===== config.mk =====
export PLATFORM = sky130hd
export DESIGN_NAME = fir_mac_seq_flat
export DESIGN_NICKNAME = d
export VERILOG_FILES = /design/src/rtl/fir_mac_if.sv /design/src/rtl/fir_mac_seq.sv /design/src/flat_wrapper.sv
export SDC_FILE = /design/constraint.sdc
export NUM_CORES = 1
export LEC_CHECK = 0
export BUFFER_PORTS_ARGS = -buffer_cell sky130_fd_sc_hd__buf_2
export CAP_MARGIN = 20
export CORE_MARGIN = 10
export CORE_UTILIZATION = 58
export DETAILED_ROUTE_END_ITERATION = 7
export PLACE_DENSITY_LB_ADDON = 0.1
export SYNTH_ARGS = -nofsm -noshare
export SYNTH_HDL_FRONTEND = slang
export SYNTH_SLANG_ARGS = --single-unit

===== constraint.sdc =====
create_clock -name clk -period 2.7 [get_ports clk]
set_input_delay 0.54 -clock clk [delete_from_list [all_inputs] [get_ports clk]]
set_output_delay 0.54 -clock clk [all_outputs]
set_load 0.01 [all_outputs]

===== src/rtl/fir_mac_if.sv =====
// Bus between the FIR MAC engine and its environment: sample source, coefficient memory,
// external multiplier and the downstream result consumer.
interface fir_mac_if #(
  parameter int Width = 16,
  parameter int AW    = 3
);
  logic [Width-1:0] sample_in;
  logic             sample_valid;
  logic [AW-1:0]    coef_addr;
  logic [Width-1:0] coef_data;
  logic [Width-1:0] mult_a;
  logic [Width-1:0] mult_b;
  logic [Width-1:0] mult_y;
  logic [Width-1:0] y_out;
  logic             y_valid;
  logic             busy;
  logic             sample_drop;

  modport master (
    input  sample_in, sample_valid, coef_data, mult_y,
    output coef_addr, mult_a, mult_b, y_out, y_valid, busy, sample_drop
  );

  modport slave (
    output sample_in, sample_valid, coef_data, mult_y,
    input  coef_addr, mult_a, mult_b, y_out, y_valid, busy, sample_drop
  );
endinterface


===== src/rtl/fir_mac_seq.sv =====
// Time-multiplexed N-tap FIR: one tap per clock through an external Q5.10 multiplier,
// saturating accumulation in fixed tap order, registered result with a one-cycle valid.
//
//   state | meaning
//   IDLE  | waiting for sample_valid; accepting edge shifts the delay line
//   MAC   | tap idx on the multiplier, product accumulated at each edge
//   DONE  | acc copied to y_out, y_valid raised on the way back to IDLE
module fir_mac_seq #(
  parameter int f     = 10,
  parameter int p     = 5,
  parameter int Width = f + p + 1,
  parameter int N     = 8,
  parameter int AW    = 3
) (
  input  logic      clk,
  input  logic      rst_n,
  fir_mac_if.master bus
);

  typedef enum logic [1:0] {IDLE, MAC, DONE} state_t;

  state_t           state_q;
  logic [AW-1:0]    idx_q;
  logic [Width-1:0] acc_q;
  logic [Width-1:0] acc_d;
  logic [Width-1:0] x_q [N];
  logic [Width-1:0] y_out_q;
  logic             y_valid_q;
  logic             drop_q;
  logic             in_mac;

  // Clamp on overflow of the (Width+1)-bit sum instead of wrapping.
  function automatic logic [Width-1:0] sat_add(input logic [Width-1:0] a,
                                               input logic [Width-1:0] b);
    logic [Width:0] s;
    s = {a[Width-1], a} + {b[Width-1], b};
    if (s[Width] != s[Width-1])
      return s[Width] ? {1'b1, {(Width-1){1'b0}}} : {1'b0, {(Width-1){1'b1}}};
    return s[Width-1:0];
  endfunction

  assign in_mac = (state_q == MAC);
  assign acc_d  = sat_add(acc_q, bus.mult_y);

  assign bus.coef_addr   = in_mac ? idx_q : '0;
  assign bus.mult_a      = in_mac ? x_q[idx_q] : '0;
  assign bus.mult_b      = in_mac ? bus.coef_data : '0;
  assign bus.y_out       = y_out_q;
  assign bus.y_valid     = y_valid_q;
  assign bus.busy        = (state_q != IDLE);
  assign bus.sample_drop = drop_q;

  always_ff @(posedge clk or negedge rst_n) begin
    if (!rst_n) begin
      state_q   <= IDLE;
      idx_q     <= '0;
      acc_q     <= '0;
      for (int k = 0; k < N; k++) x_q[k] <= '0;
      y_out_q   <= '0;
      y_valid_q <= 1'b0;
      drop_q    <= 1'b0;
    end else begin
      y_valid_q <= 1'b0;
      drop_q    <= bus.sample_valid && (state_q != IDLE);
      unique case (state_q)
        IDLE: begin
          if (bus.sample_valid) begin
            for (int k = N - 1; k > 0; k--) x_q[k] <= x_q[k-1];
            x_q[0]  <= bus.sample_in;
            acc_q   <= '0;
            idx_q   <= '0;
            state_q <= MAC;
          end
        end
        MAC: begin
          acc_q <= acc_d;
          if (idx_q == AW'(N - 1)) state_q <= DONE;
          else                     idx_q   <= idx_q + AW'(1);
        end
        DONE: begin
          y_out_q   <= acc_q;
          y_valid_q <= 1'b1;
          state_q   <= IDLE;
        end
        default: state_q <= IDLE;
      endcase
    end
  end

endmodule


===== src/flat_wrapper.sv =====
// flat-port wrapper written by rule: the top's interface ports become plain ports
module fir_mac_seq_flat 
#(
  parameter int f     = 10,
  parameter int p     = 5,
  parameter int Width = f + p + 1,
  parameter int N     = 8,
  parameter int AW    = 3
)
  (clk, rst_n, bus_sample_in, bus_sample_valid, bus_coef_data, bus_mult_y, bus_coef_addr, bus_mult_a, bus_mult_b, bus_y_out, bus_y_valid, bus_busy, bus_sample_drop);
  fir_mac_if #(.Width(Width), .AW(AW)) bus_i ();
  input  logic clk;
  input  logic rst_n;
  input wire logic [$bits(bus_i.sample_in)-1:0] bus_sample_in;
  input wire logic [$bits(bus_i.sample_valid)-1:0] bus_sample_valid;
  input wire logic [$bits(bus_i.coef_data)-1:0] bus_coef_data;
  input wire logic [$bits(bus_i.mult_y)-1:0] bus_mult_y;
  output wire logic [$bits(bus_i.coef_addr)-1:0] bus_coef_addr;
  output wire logic [$bits(bus_i.mult_a)-1:0] bus_mult_a;
  output wire logic [$bits(bus_i.mult_b)-1:0] bus_mult_b;
  output wire logic [$bits(bus_i.y_out)-1:0] bus_y_out;
  output wire logic [$bits(bus_i.y_valid)-1:0] bus_y_valid;
  output wire logic [$bits(bus_i.busy)-1:0] bus_busy;
  output wire logic [$bits(bus_i.sample_drop)-1:0] bus_sample_drop;
  assign bus_i.sample_in = bus_sample_in;
  assign bus_i.sample_valid = bus_sample_valid;
  assign bus_i.coef_data = bus_coef_data;
  assign bus_i.mult_y = bus_mult_y;
  assign bus_coef_addr = bus_i.coef_addr;
  assign bus_mult_a = bus_i.mult_a;
  assign bus_mult_b = bus_i.mult_b;
  assign bus_y_out = bus_i.y_out;
  assign bus_y_valid = bus_i.y_valid;
  assign bus_busy = bus_i.busy;
  assign bus_sample_drop = bus_i.sample_drop;
  fir_mac_seq #(.f(f), .p(p), .Width(Width), .N(N), .AW(AW)) u_core (.clk(clk), .rst_n(rst_n), .bus(bus_i));
endmodule

==> results by stage, run 1 <==
Status:
- The flow ran to the end, and the final reports show no timing, DRC or antenna violations.

Placed design:
- After detailed placement, the total cell area comes to 9170 um^2.
- After detailed placement, the design holds a cell count of 1132.
- The wire-length estimate of the detail-placed layout is 13.4 mm.
- The last weighted congestion value of the routability-driven placer is 0.905.
- The count of buffers from port buffering is 104.

Floorplan:
- The initial utilization of the core area, before any placement, comes to 0.594.
- The area of the die is 19400 um^2.
- The die width is 139 um.
- The number of rows in the core area is 43.
- The number of ports placed on the die boundary is 105.
- The total core area is 13900 um^2.
- The y dimension of the die is 139 um.

Clock network:
- Clock-pin slew was measured on the worst setup and hold paths at 0.06 ns.
- The number of sinks driven by the clock tree is 167.
- No sink is reached through more buffers than the 2 on the longest clock path.
- TritonCTS built the clock tree.
- The clock reaches the later pin of the worst-skew pair after 0.43 ns.
- Clock tree synthesis selected as its root buffer the cell sky130_fd_sc_hd__clkbuf_16.
- The cts-stage hold buffer count is 0.
- The H-tree level count is 4.
- Clock tree synthesis inserted a total of 17 buffers.

Pwr:
- The completed layout was analyzed and its total power is 12.8 mW.
- The worst supply voltage drop on vdd is 1.12 mV.
- The power density over the cells is 1300 nW/um^2.
- The internal power consumption is 7.89 mW.
- The share of total power consumed by net switching is 0.383.
- The share of total power in combinational logic is 0.467.
- Of the total power, the clock network draws 0.190.
- Of the total power, registers draw 0.343.
- For this design the static power due to leakage is 5.16 nW.
- The net switching power figure is 4.89 mW.

GRT:
- The pin count of the biggest net entering global routing is 108.
- The met2 global-route usage is 0.331.
- For this run, global-route usage on met1 was measured as 0.253.
- The busiest layer in global routing is met2.
- The first global-routing pass estimated 32.6 mm of wire.
- The number of global-route vias before repair is 6710.
- The global routing usage on met3 is 0.0453.
- The aggregate global-route resource usage is 0.201.
- The initial antenna violation count is 0.
- Global routing finished with a remaining overflow of 0.

Critical path:
- The sort of element at the end of the critical path is an output pin.
- The worst endpoint required time is 2.16 ns.
- The launching element type of the critical path is a register.
- The worst reg2reg path startpoint is u_core.acc_q[0].
- By startpoint and endpoint, the worst setup path is classified as register to output pin.
- The data arrival time of the worst path is 2.05 ns.
- Along the worst path, the maximum fanout reaches 12.
- The critical path starts at u_core.idx_q[0].

Timing:
- Of the available clock period, the critical path in the final layout requires 0.960.
- The total setup violations reported at the end of the flow is 0.
- Between clock sinks in the finished design, the worst skew comes to 0.00868 ns.
- The headroom to the max-slew limit is 0.398.
- The number of slew-limit violations in the final report is 0.
- Setup repair after global routing left no endpoint under its margin.
- At the pin with the least slew margin, the transition time is 0.903 ns.
- The final-report hold violation count is 0.
- The smallest clock period supported by the final layout is computed as 2.59 ns.
- Based on the critical path, the design can be clocked at up to 386 MHz.

Drt:
- The first routing iteration left 466 violations.
- The detail-routed via count per cell is 5.48.
- Once detail routing completed, the nets flagged for antenna violations numbered 0.
- The number of remaining DRC errors is 0.
- The length of the first detailed-routing pass in iterations is 4.
- The final layout contains routed wiring with a total length of 19.5 mm.
- The detailed-route wire length per cell is 16.8 um.
- The final route contains 6379 vias.

Final layout:
- The synthesis-to-layout area growth is 18.5%.
- For this run, the post-layout net count is 1044.
- The final standard cell area without fillers is 9800 um^2.
- In the final layout, the share of cells above drive strength 1 is 0.248.
- Leaving out fill and tap cells, the most frequent cells in the layout are sky130_fd_sc_hd__nand2_1 (398), sky130_fd_sc_hd__dfrtp_1 (166), sky130_fd_sc_hd__buf_2 (103), sky130_fd_sc_hd__mux4_2 (32), sky130_fd_sc_hd__buf_4 (32).
- The number of antenna diodes in the final layout is 0.
- Counting the fill cells in the layout gives 1068.
- Excluding fillers, the count of instances in the completed layout stands at 1164.
- The commonest non-fill, non-tap cell in the layout is sky130_fd_sc_hd__nand2_1.

Logic synthesis:
- The number of flops mapped to enable cells by yosys is 0.
- The total standard cell area after synthesis is 8270 um^2.
- The cell count after synthesis is 862.
- The most common flop cell mapped by yosys is sky130_fd_sc_hd__dfrtp_1.
- After synthesis, the netlist uses 49 different library cells.
- For this run, the register share of the synthesized area comes to 0.505.
- The average footprint of a synthesized cell is 9.60 um^2.
- The proportion of synthesized flip-flops having asynchronous set or reset is 1.00.
- The yosys synthesis warning count is 0.
- The total nets after synthesis is 932.
- After synthesis the netlist holds a flip-flop and latch count of 167.

Worst hold path:
- The kind of path behind the tightest hold check is input port to asynchronous set/reset pin.

Job:
- The count of maximum capacitance violations is 0.
cell type report:
class,instances,area (um^2),share of cell area
timing repair buffer,142,887,0.0905
inverter,4,15.0,0.00153
clock inverter,9,128,0.0130
multi-input combinational,642,3910,0.398
clock buffer,20,457,0.0466
tap,180,225,0.0230
sequential,167,4180,0.427
synthesized netlist by cell type (4+ instances only):
master,instances,area (um^2)
sky130_fd_sc_hd__a21oi_1,15,75.1
sky130_fd_sc_hd__a221o_1,4,40.0
sky130_fd_sc_hd__a22o_1,5,43.8
sky130_fd_sc_hd__and2_1,21,131
sky130_fd_sc_hd__buf_2,4,20.0
sky130_fd_sc_hd__clkbuf_1,40,150
sky130_fd_sc_hd__dfrtp_1,167,4180
sky130_fd_sc_hd__ha_1,18,225
sky130_fd_sc_hd__inv_1,4,15.0
sky130_fd_sc_hd__maj3_2,8,90.1
sky130_fd_sc_hd__mux2_2,17,191
sky130_fd_sc_hd__mux2i_1,16,160
sky130_fd_sc_hd__mux4_2,32,721
sky130_fd_sc_hd__nand2_1,399,1500
sky130_fd_sc_hd__nand3_1,12,60.1
sky130_fd_sc_hd__nor2_1,25,93.8
sky130_fd_sc_hd__nor2b_1,4,25.0
sky130_fd_sc_hd__nor3_1,4,20.0
sky130_fd_sc_hd__o211ai_1,4,30.0
sky130_fd_sc_hd__o21ai_0,4,20.0
sky130_fd_sc_hd__o21ai_1,9,45.0
sky130_fd_sc_hd__xnor2_1,6,52.6
sky130_fd_sc_hd__xor2_1,7,61.3
worst paths after layout:
path / endpoint / depth (start not counted) / slack (ns)
worst max-delay path: bus_mult_a[3] / 5 / 0.11
worst min-delay path: u_core.x_q[114] / 1 / 0.12
worst max register to register: u_core.acc_q[12] / 10 / 0.15
worst min register to register: u_core.x_q[12] / 2 / 0.47
max in group asynchronous: u_core.state_q[1] / 2 / 1.81
min in group clk: u_core.x_q[126] / 3 / 0.30
logic make-up after synthesis:
logic type	count (synthesis)	synth area share
AO/OA/AOI/OAI	63	0.0546
XOR/XNOR	14	0.0157
multiplexers	65	0.130
AND/OR/NAND/NOR	473	0.228
buffers and inverters	53	0.0260
adder cells (fa/ha/maj)	27	0.0405
flip-flops	167	0.505
sequential cells by signal (all words and copies together), names as in the netlist:
name	count
u_core.acc_q	16
u_core.bus.sample_drop	1
u_core.bus.y_out	16
u_core.bus.y_valid	1
u_core.idx_q	3
u_core.state_q	2
u_core.x_q	128
stage by stage:
stage / hold WS, ns / setup WS [ns] / TNS [ns] / utilization
floorplan: 0.244 / 0.0931 / 0 / -
global placement: 0.451 / -0.0548 / -0.283 / 0.658
detailed placement: 0.458 / -0.116 / -1.08 / 0.658
CTS: 0.164 / 0.00169 / 0 / 0.700
global route: 0.191 / 0.00732 / 0 / 0.703
finish: 0.124 / 0.107 / 0 / 0.703
repair_timing:
action | 4_1_cts | 5_1_grt
pin swaps | 0 | 0
buffers inserted | 0 | 3
endpoints found under the setup margin | 12 | 28
resized for setup | 1 | 3
routing by layer:
layer  routed length, um  up-vias  share of wire
met5                   0        -              0
met4                 344        0          0.018
met3                 939       23          0.048
met2                9920      142           0.51
met1                8300     3152           0.43
li1                    -     3062              -
power groups by stage:
| stage | clock network (mW) | registers [mW] | logic, mW |
|---|---|---|---|
| detailed placement | 0 | 4.41 | 5.91 |
| finish | 2.43 | 4.38 | 5.97 |
| global route | 2.59 | 4.51 | 6.64 |
| CTS | 2.48 | 4.39 | 5.95 |
| global placement | 0 | 4.33 | 5.73 |
| floorplan | 0 | 4.19 | 4.19 |
critical path, stage by stage (launching register included):
cell	delay, ns
sky130_fd_sc_hd__dfrtp_4	0.49
sky130_fd_sc_hd__buf_12	0.18
sky130_fd_sc_hd__mux4_2	0.50
sky130_fd_sc_hd__mux2i_1	0.22
sky130_fd_sc_hd__nor2_1	0.07
sky130_fd_sc_hd__buf_2	0.16
No activity file was read; power rests on OpenSTA's default activity.
==> inputs of run 2 (changes only) <==
--- a/config.mk
+++ b/config.mk
@@ -11,6 +11,7 @@
 export CORE_UTILIZATION = 58
 export DETAILED_ROUTE_END_ITERATION = 7
 export PLACE_DENSITY_LB_ADDON = 0.1
+export REMOVE_ABC_BUFFERS = 1
 export SYNTH_ARGS = -nofsm -noshare
 export SYNTH_HDL_FRONTEND = slang
 export SYNTH_SLANG_ARGS = --single-unit
==> run 2 against run 1 <==
  * Cell count decreased by 0.52%
  * Count of clock-buffer cells in the layout unchanged
  * Combinational power is 3.9% lower
  * First-iteration DRC count fell by 0.43%
  * Cell area fell by 0.27%
  * Worst hold slack improved by 0.039 ns
  * Maximum frequency increased by 1.0%
  * Worst setup slack improved by 0.026 ns
  * Sequential share of layout area up 0.15 points
  * Flip-flop and latch count unchanged
  * Utilization down 0.19 points
  * Critical endpoint is now bus_mult_a[4]
  * Largest power group unchanged
  * Highest routed layer unchanged
==> results by stage, run 2 (synthesis results as in run 1) <==
Floorplan:
- The number of ports placed on the die boundary is 105 (unchanged).
- The total core area is 13900 um^2 (unchanged).
- The number of rows in the core area is 43 (unchanged).
- The initial core utilization came to 0.594 (unchanged).
- The area of the die is 19400 um^2 (unchanged).
- The y dimension of the die is 139 um (unchanged).
- The die width was 139 um (unchanged).

Critical path:
- The data arrival time of the worst path was 2.03 ns (was 2.05 ns).
- The launching element type of the critical path is a register (unchanged).
- The sort of element at the end of the critical path is an output pin (unchanged).
- The start-to-end type of the worst setup path is register to output pin (unchanged).
- The largest fanout on the critical path is 35 (was 12).
- The worst endpoint required time is 2.16 ns (about the same).

Clock network:
- The root buffer cell is sky130_fd_sc_hd__clkbuf_16 (unchanged).
- The clock-pin slew on the worst setup and hold paths was 0.07 ns (was 0.06 ns).
- The cts-stage hold buffer count came to 0 (unchanged).
- The CTS tree is done (unchanged).
- The number of sinks driven by the clock tree is 167 (unchanged).
- The insertion delay of the later-clocked pin in the worst-skew pair is 0.42 ns (was 0.43 ns).
- The H-tree level count is 4 (unchanged).
- The TritonCTS buffer count is 17 (unchanged).
- The clock tree buffer depth came to 2 (unchanged).

Timing:
- The worst setup margin came to 0.133 ns (was 0.107 ns).
- The setup clock skew after layout came to 0.00807 ns (was 0.00868 ns).
- The headroom to the max-slew limit is 0.451 (was 0.398).
- The timing-limited maximum frequency is 390 MHz (was 386 MHz).
- The transition at the pin with the smallest max-transition slack is 0.823 ns (was 0.903 ns).
- The final-report hold violation count is 0 (unchanged).
- The total setup violations reported at the end of the flow is 0 (unchanged).
- The post-route clock period utilization was 0.951 (was 0.960).
- The time the worst path needs with I/O delays and setup was 2.57 ns (was 2.59 ns).
- The number of slew-limit violations in the final report is 0 (unchanged).

Pwr:
- The leakage component of the power was 5.13 nW (was 5.16 nW).
- The worst supply voltage drop on vdd is 0.653 mV (was 1.12 mV).
- The power density over the cells is 1310 nW/um^2 (was 1300 nW/um^2).
- The share of total power consumed by net switching is 0.378 (was 0.383).
- The internal power consumption is 7.93 mW (was 7.89 mW).
- The share of total power in combinational logic was 0.450 (was 0.467).
- The net switching power figure is 4.83 mW (was 4.89 mW).
- The part of the power in the clock network is 0.199 (was 0.190).
- The sequential share of power came to 0.351 (was 0.343).

Final layout:
- Most frequent cells in the layout: sky130_fd_sc_hd__nand2_1 (398), sky130_fd_sc_hd__dfrtp_1 (165), sky130_fd_sc_hd__buf_2 (103), sky130_fd_sc_hd__mux4_2 (32), sky130_fd_sc_hd__nor2_1 (25) (was sky130_fd_sc_hd__nand2_1 (398), sky130_fd_sc_hd__dfrtp_1 (166), sky130_fd_sc_hd__buf_2 (103), sky130_fd_sc_hd__mux4_2 (32), sky130_fd_sc_hd__buf_4 (32)).
- The commonest non-fill, non-tap cell in the layout was sky130_fd_sc_hd__nand2_1 (unchanged).
- The fraction of final layout cells with drive strength greater than 1 is 0.245 (was 0.248).
- The synthesis-to-layout area growth is 18.1% (was 18.5%).
- The number of cells in the finished layout apart from fillers is 1158 (was 1164).
- The flip-flop count of the largest register, all copies and words added is 128 (unchanged).
- The total of fill cells in the finished design came to 1060 (was 1068).
- The number of nets in the layout is 1035 (was 1044).
- The combined area of the multi-input logic cells is 3910 um^2 (about the same).
- The area taken by flip-flops and latches is 4190 um^2 (was 4180 um^2).
- The antenna diode count was 0 (unchanged).
- The register with the highest flop count is u_core.x_q (unchanged).

Drt:
- The total routed wirelength is 18.2 mm (was 19.5 mm).
- The detailed-route wire length per cell is 15.7 um (was 16.8 um).
- The detail-routed via count per cell is 5.42 (was 5.48).
- The number of remaining DRC errors is 0 (unchanged).
- The number of vias in the routed layout was 6281 (was 6379).
- The number of DRC violations after detailed-routing iteration 0 was 464 (was 466).
- The residual antenna-violating net count after detailed routing came to 0 (unchanged).
- The length of the first detailed-routing pass in iterations is 7 (was 4).

GRT:
- The aggregate global-route resource usage is 0.189 (was 0.201).
- The pin count of the biggest net entering global routing was 87 (was 108).
- The initial antenna violation count came to 0 (unchanged).
- The global-route wire length before repair came to 30.9 mm (was 32.6 mm).
- The number of global-route vias before repair is 6294 (was 6710).
- The total congestion overflow was 0 (unchanged).

Placed design:
- The detailed placement HPWL is 12.2 mm (was 13.4 mm).
- The placement-stage worst setup slack is -0.169 ns (was -0.116 ns).
- The count of buffers from port buffering is 104 (unchanged).
- The count of placed standard cells including taps is 1123 (was 1132).
- The last weighted congestion value of the routability-driven placer is 0.844 (was 0.905).

Status:
- Result of the run: completed (unchanged).

Job:
- The count of maximum capacitance violations is 0 (unchanged).

Worst hold path:
- The kind of path behind the tightest hold check is input port to asynchronous set/reset pin (unchanged).
[run 2: changes by cell type in the layout (fill, tap and decap cells not counted), sizes merged]
cell	before	now
clkinv	3	6
inv	4	5
buf	142	133
clkinvlp	3	1
bufinv	3	4
[run 2: power by group through the flow]
stage	Clock [mW]	Combinational, mW	Sequential, mW
after floorplan	0	3.86	4.40
after global placement	0	5.50	4.46
after detailed placement	0	5.67	4.54
after CTS	2.59	5.79	4.47
after global routing	2.70	6.39	4.62
final	2.54	5.74	4.47
[run 2: area by class of cell]
type,count,share of cell area
sequential,167,0.428
multi-input combinational,642,0.400
timing repair buffer,133,0.0839
clock buffer,20,0.0457
tap,180,0.0230
clock inverter,12,0.0178
inverter,4,0.00154
[run 2: path summary, 6_finish.rpt]
kind | start | endpoint | slack [ns] | cells past startpoint
max | u_core.idx_q[1] | bus_mult_a[4] | 0.13 | 4
max reg2reg | u_core.acc_q[0] | u_core.acc_q[10] | 0.15 | 9
min reg2reg | u_core.x_q[5] | u_core.x_q[5] | 0.47 | 2
min | rst_n | u_core.bus.y_out[14] | 0.16 | 1
max in group asynchronous | rst_n | u_core.x_q[15] | 1.84 | 2
min in group clk | bus_sample_in[11] | u_core.x_q[123] | 0.30 | 3
[run 2: per-layer routing]
metal,up-vias,share of wire,track usage
met1,3064,0.46,0.255
met4,0,0.011,0.0516
li1,3050,-,-
met5,-,0,0
met2,151,0.48,0.298
met3,16,0.052,0.0487
[run 2: timing repair]
| action | CTS | global route |
|---|---|---|
| gates resized for setup | 2 | 4 |
| setup endpoints to repair | 16 | 15 |
| pin swaps | 0 | 3 |
| setup buffers | 3 | 0 |
[run 2: stage by stage]
stage / utilization / TNS (ns) / area, um^2 / hold WS [ns] / total power, mW
2_1_floorplan: - / -191.84 / 8070 / 0.244 / 8.26
3_3_place_gp: 0.654 / -1.59 / 9110 / 0.452 / 9.97
3_5_place_dp: 0.654 / -1.98 / 9110 / 0.459 / 10.2
4_1_cts: 0.700 / 0 / 9760 / 0.182 / 12.9
5_1_grt: 0.701 / -0.0749 / 9770 / 0.216 / 13.7
6_report: 0.701 / 0 / 9770 / 0.163 / 12.8
[run 2: worst max-delay path, stage by stage, from the launching register on]
cell and delay, ns:
sky130_fd_sc_hd__dfrtp_4 0.78, sky130_fd_sc_hd__mux4_2 0.39, sky130_fd_sc_hd__mux2i_1 0.15, sky130_fd_sc_hd__nor2_1 0.08, sky130_fd_sc_hd__buf_2 0.18
==> inputs of run 3 (changes only) <==
--- a/config.mk
+++ b/config.mk
@@ -8,7 +8,8 @@
 export BUFFER_PORTS_ARGS = -buffer_cell sky130_fd_sc_hd__buf_2
 export CAP_MARGIN = 20
 export CORE_MARGIN = 10
-export CORE_UTILIZATION = 58
+export CORE_UTILIZATION = 60
+export CTS_BUF_LIST = sky130_fd_sc_hd__clkbuf_8
 export DETAILED_ROUTE_END_ITERATION = 7
 export PLACE_DENSITY_LB_ADDON = 0.1
 export REMOVE_ABC_BUFFERS = 1
==> run 3 against run 2 <==
  * Clock skew increased by 0.0027 ns
  * Cell area decreased by 2.2%
  * Maximum frequency decreased by 0.85%
  * Combinational power increased by 2%
  * Non-clock buffer count increased by 1
  * Wire length increased by 1.3%
  * Register-to-register slack got worse by 0.04 ns
  * Flip-flop and latch count unchanged
  * Critical path depth increased by 6
==> results by stage, run 3 (synthesis results as in run 1) <==
Worst hold path:
- The kind of path behind the tightest hold check was input port to asynchronous set/reset pin (unchanged).

Floorplan:
- The area of the die is 18900 um^2 (was 19400 um^2).
- The die width came to 137 um (was 139 um).
- The number of ports placed on the die boundary is 105 (unchanged).
- The initial core utilization is 0.617 (was 0.594).
- The number of rows in the core area came to 42 (was 43).
- The y dimension of the die is 137 um (was 139 um).
- The total core area is 13400 um^2 (was 13900 um^2).

Final layout:
- The number of nets in the layout is 1036 (was 1035).
- The synthesis-to-layout area growth was 15.6% (was 18.1%).
- The number of cells in the finished layout apart from fillers is 1155 (was 1158).
- The register with the highest flop count is u_core.x_q (unchanged).
- The total of fill cells in the finished design is 1021 (was 1060).
- Most frequent cells in the layout: sky130_fd_sc_hd__nand2_1 (398), sky130_fd_sc_hd__dfrtp_1 (165), sky130_fd_sc_hd__buf_2 (103), sky130_fd_sc_hd__mux4_2 (32), sky130_fd_sc_hd__nor2_1 (25) (unchanged).
- The flip-flop count of the largest register, all copies and words added was 128 (unchanged).
- The commonest non-fill, non-tap cell in the layout is sky130_fd_sc_hd__nand2_1 (unchanged).
- The utilization after layout is 0.714 (was 0.701).
- The final standard cell area without fillers is 9560 um^2 (was 9770 um^2).
- The fraction of final layout cells with drive strength greater than 1 is 0.246 (was 0.245).
- The antenna diode count came to 0 (unchanged).

GRT:
- The pin count of the biggest net entering global routing came to 129 (was 87).
- The total congestion overflow is 0 (unchanged).
- The number of global-route vias before repair was 6427 (was 6294).
- The global-route wire length before repair is 31.0 mm (was 30.9 mm).
- The initial antenna violation count was 0 (unchanged).
- The aggregate global-route resource usage is 0.202 (was 0.189).

Placed design:
- The count of buffers from port buffering was 104 (unchanged).
- The placement-stage worst setup slack is -0.181 ns (was -0.169 ns).
- The detailed placement HPWL is 12.6 mm (was 12.2 mm).
- The last weighted congestion value of the routability-driven placer is 0.873 (was 0.844).
- The count of placed standard cells including taps is 1123 (unchanged).
- The placement-stage cell area came to 9120 um^2 (was 9110 um^2).

Clock network:
- The insertion delay of the later-clocked pin in the worst-skew pair is 0.46 ns (was 0.42 ns).
- The number of sinks driven by the clock tree is 167 (unchanged).
- The TritonCTS buffer count is 17 (unchanged).
- The clock-pin slew on the worst setup and hold paths is 0.09 ns (was 0.07 ns).
- The CTS tree is done (unchanged).
- The cts-stage hold buffer count is 0 (unchanged).
- The root buffer cell is sky130_fd_sc_hd__clkbuf_8 (was sky130_fd_sc_hd__clkbuf_16).
- The H-tree level count was 4 (unchanged).
- The clock tree buffer depth came to 2 (unchanged).

Critical path:
- The depth of the worst register-to-register path is 10 (was 9).
- The most frequent cell on the critical path is sky130_fd_sc_hd__buf_4.
- The sort of element at the end of the critical path is a register (was output pin).
- The start-to-end type of the worst setup path is register to register (was register to output pin).
- Critical path, cell by cell: ha_1, buf_4, a211oi_2, o211ai_2, and3_2, a21oi_4, xor2_2, buf_4, maj3_2, o21ai_1 (was mux4_2, mux2i_1, nor2_1, buf_2).
- The largest fanout on the critical path is 8 (was 35).
- The worst endpoint required time is 3.01 ns (was 2.16 ns).
- The worst flop-to-flop path endpoint is u_core.acc_q[8] (was u_core.acc_q[10]).
- The setup slack of the most critical reg-to-reg path is 0.11 ns (was 0.15 ns).
- The data arrival time of the worst path was 2.90 ns (was 2.03 ns).
- The dominant delay contributor by cell family on the critical path is compound AO/OA/AOI/OAI gates (was flip-flops).
- The worst stage delay on the critical path is 0.41 ns (was 0.78 ns).
- The launching element type of the critical path is a register (unchanged).
- The slowest cell on the critical path was sky130_fd_sc_hd__dfrtp_1 (was sky130_fd_sc_hd__dfrtp_4).
- The number of buffer and inverter stages on the critical path is 2 (was 1).
- The start point of the critical path was u_core.acc_q[0] (was u_core.idx_q[1]).
- The worst reg2reg path startpoint is u_core.acc_q[0] (unchanged).

Pwr:
- The power density over the cells is 1260 nW/um^2 (was 1310 nW/um^2).
- The worst supply voltage drop on vdd is 0.594 mV (was 0.653 mV).
- The leakage component of the power is 5.04 nW (was 5.13 nW).
- The total power is 12.1 mW (was 12.8 mW).

Drt:
- The number of remaining DRC errors came to 0 (unchanged).
- The number of DRC violations after detailed-routing iteration 0 came to 498 (was 464).
- The detailed-route wire length per cell is 16.0 um (was 15.7 um).
- The residual antenna-violating net count after detailed routing is 0 (unchanged).
- The total routed wirelength is 18.5 mm (was 18.2 mm).
- The detail-routed via count per cell came to 5.58 (was 5.42).
- The number of vias in the routed layout is 6442 (was 6281).
- The length of the first detailed-routing pass in iterations is 5 (was 7).

Job:
- The count of maximum capacitance violations was 0 (unchanged).

Timing:
- Setup repair after global routing left no endpoint under its margin.
- The transition at the pin with the smallest max-transition slack was 0.836 ns (was 0.823 ns).
- The sum of negative setup slack is 0 ns (unchanged).
- The setup clock skew after layout is 0.0108 ns (was 0.00807 ns).
- The time the worst path needs with I/O delays and setup is 2.59 ns (was 2.57 ns).
- The headroom to the max-slew limit is 0.442 (was 0.451).
- The total setup violations reported at the end of the flow is 0 (unchanged).
- The timing-limited maximum frequency came to 386 MHz (was 390 MHz).
- The minimum hold slack is 0.0749 ns (was 0.163 ns).
- The worst setup margin was 0.111 ns (was 0.133 ns).
- The final-report hold violation count came to 0 (unchanged).
- The number of slew-limit violations in the final report came to 0 (unchanged).
- The post-route clock period utilization is 0.959 (was 0.951).

Status:
- Result of the run: completed (unchanged).
-- run 3: cell count changes in the layout (fill, tap and decap cells not counted), moves of 2 or more --
cell                        change
sky130_fd_sc_hd__clkbuf_16     -17
sky130_fd_sc_hd__clkbuf_8      +17
sky130_fd_sc_hd__clkinv_4       +3
sky130_fd_sc_hd__clkbuf_1       -2
-- run 3: metal layers --
layer | up-vias | global-route usage | share of wire
met1 | 3173 | 0.266 | 0.44
met2 | 197 | 0.319 | 0.47
li1 | 3047 | - | -
met4 | 0 | 0.0691 | 0.015
met5 | - | 0 | 0
met3 | 25 | 0.0513 | 0.072
-- run 3: what timing repair did --
item                                    in CTS  in global routing
endpoints found under the setup margin       0                 23
gates resized for setup                      0                  4
setup buffers                                0                  0
-- run 3: area by class of cell --
| class | instances | area (um^2) | area share |
|---|---|---|---|
| sequential | 167 | 4180 | 0.438 |
| inverter | 4 | 15.0 | 0.00157 |
| clock buffer | 18 | 248 | 0.0259 |
| tap | 176 | 220 | 0.0230 |
| clock inverter | 14 | 174 | 0.0182 |
| multi-input combinational | 642 | 3900 | 0.408 |
| timing repair buffer | 134 | 818 | 0.0856 |
-- run 3: worst max-delay path by stage --
| stage | cells after the start | end | slack [ns] |
|---|---|---|---|
| final | 10 | u_core.acc_q[8] | 0.11 |
| after global routing | 5 | bus_mult_a[5] | 0.002 |
| after CTS | 5 | bus_mult_a[3] | 0.01 |
| after detailed placement | 10 | u_core.acc_q[10] | -0.18 |
| after global placement | 10 | u_core.acc_q[10] | -0.10 |
| after floorplan | 4 | u_core.acc_q[14] | -2.18 |
-- run 3: report_power, final --
| part | leakage (nW) | internal (mW) | switching [mW] |
|---|---|---|---|
| clock | 0.213 | 0.946 | 0.929 |
| sequential | 2.17 | 3.58 | 0.812 |
| combinational | 2.66 | 2.76 | 3.07 |
| total | 5.04 | 7.28 | 4.81 |
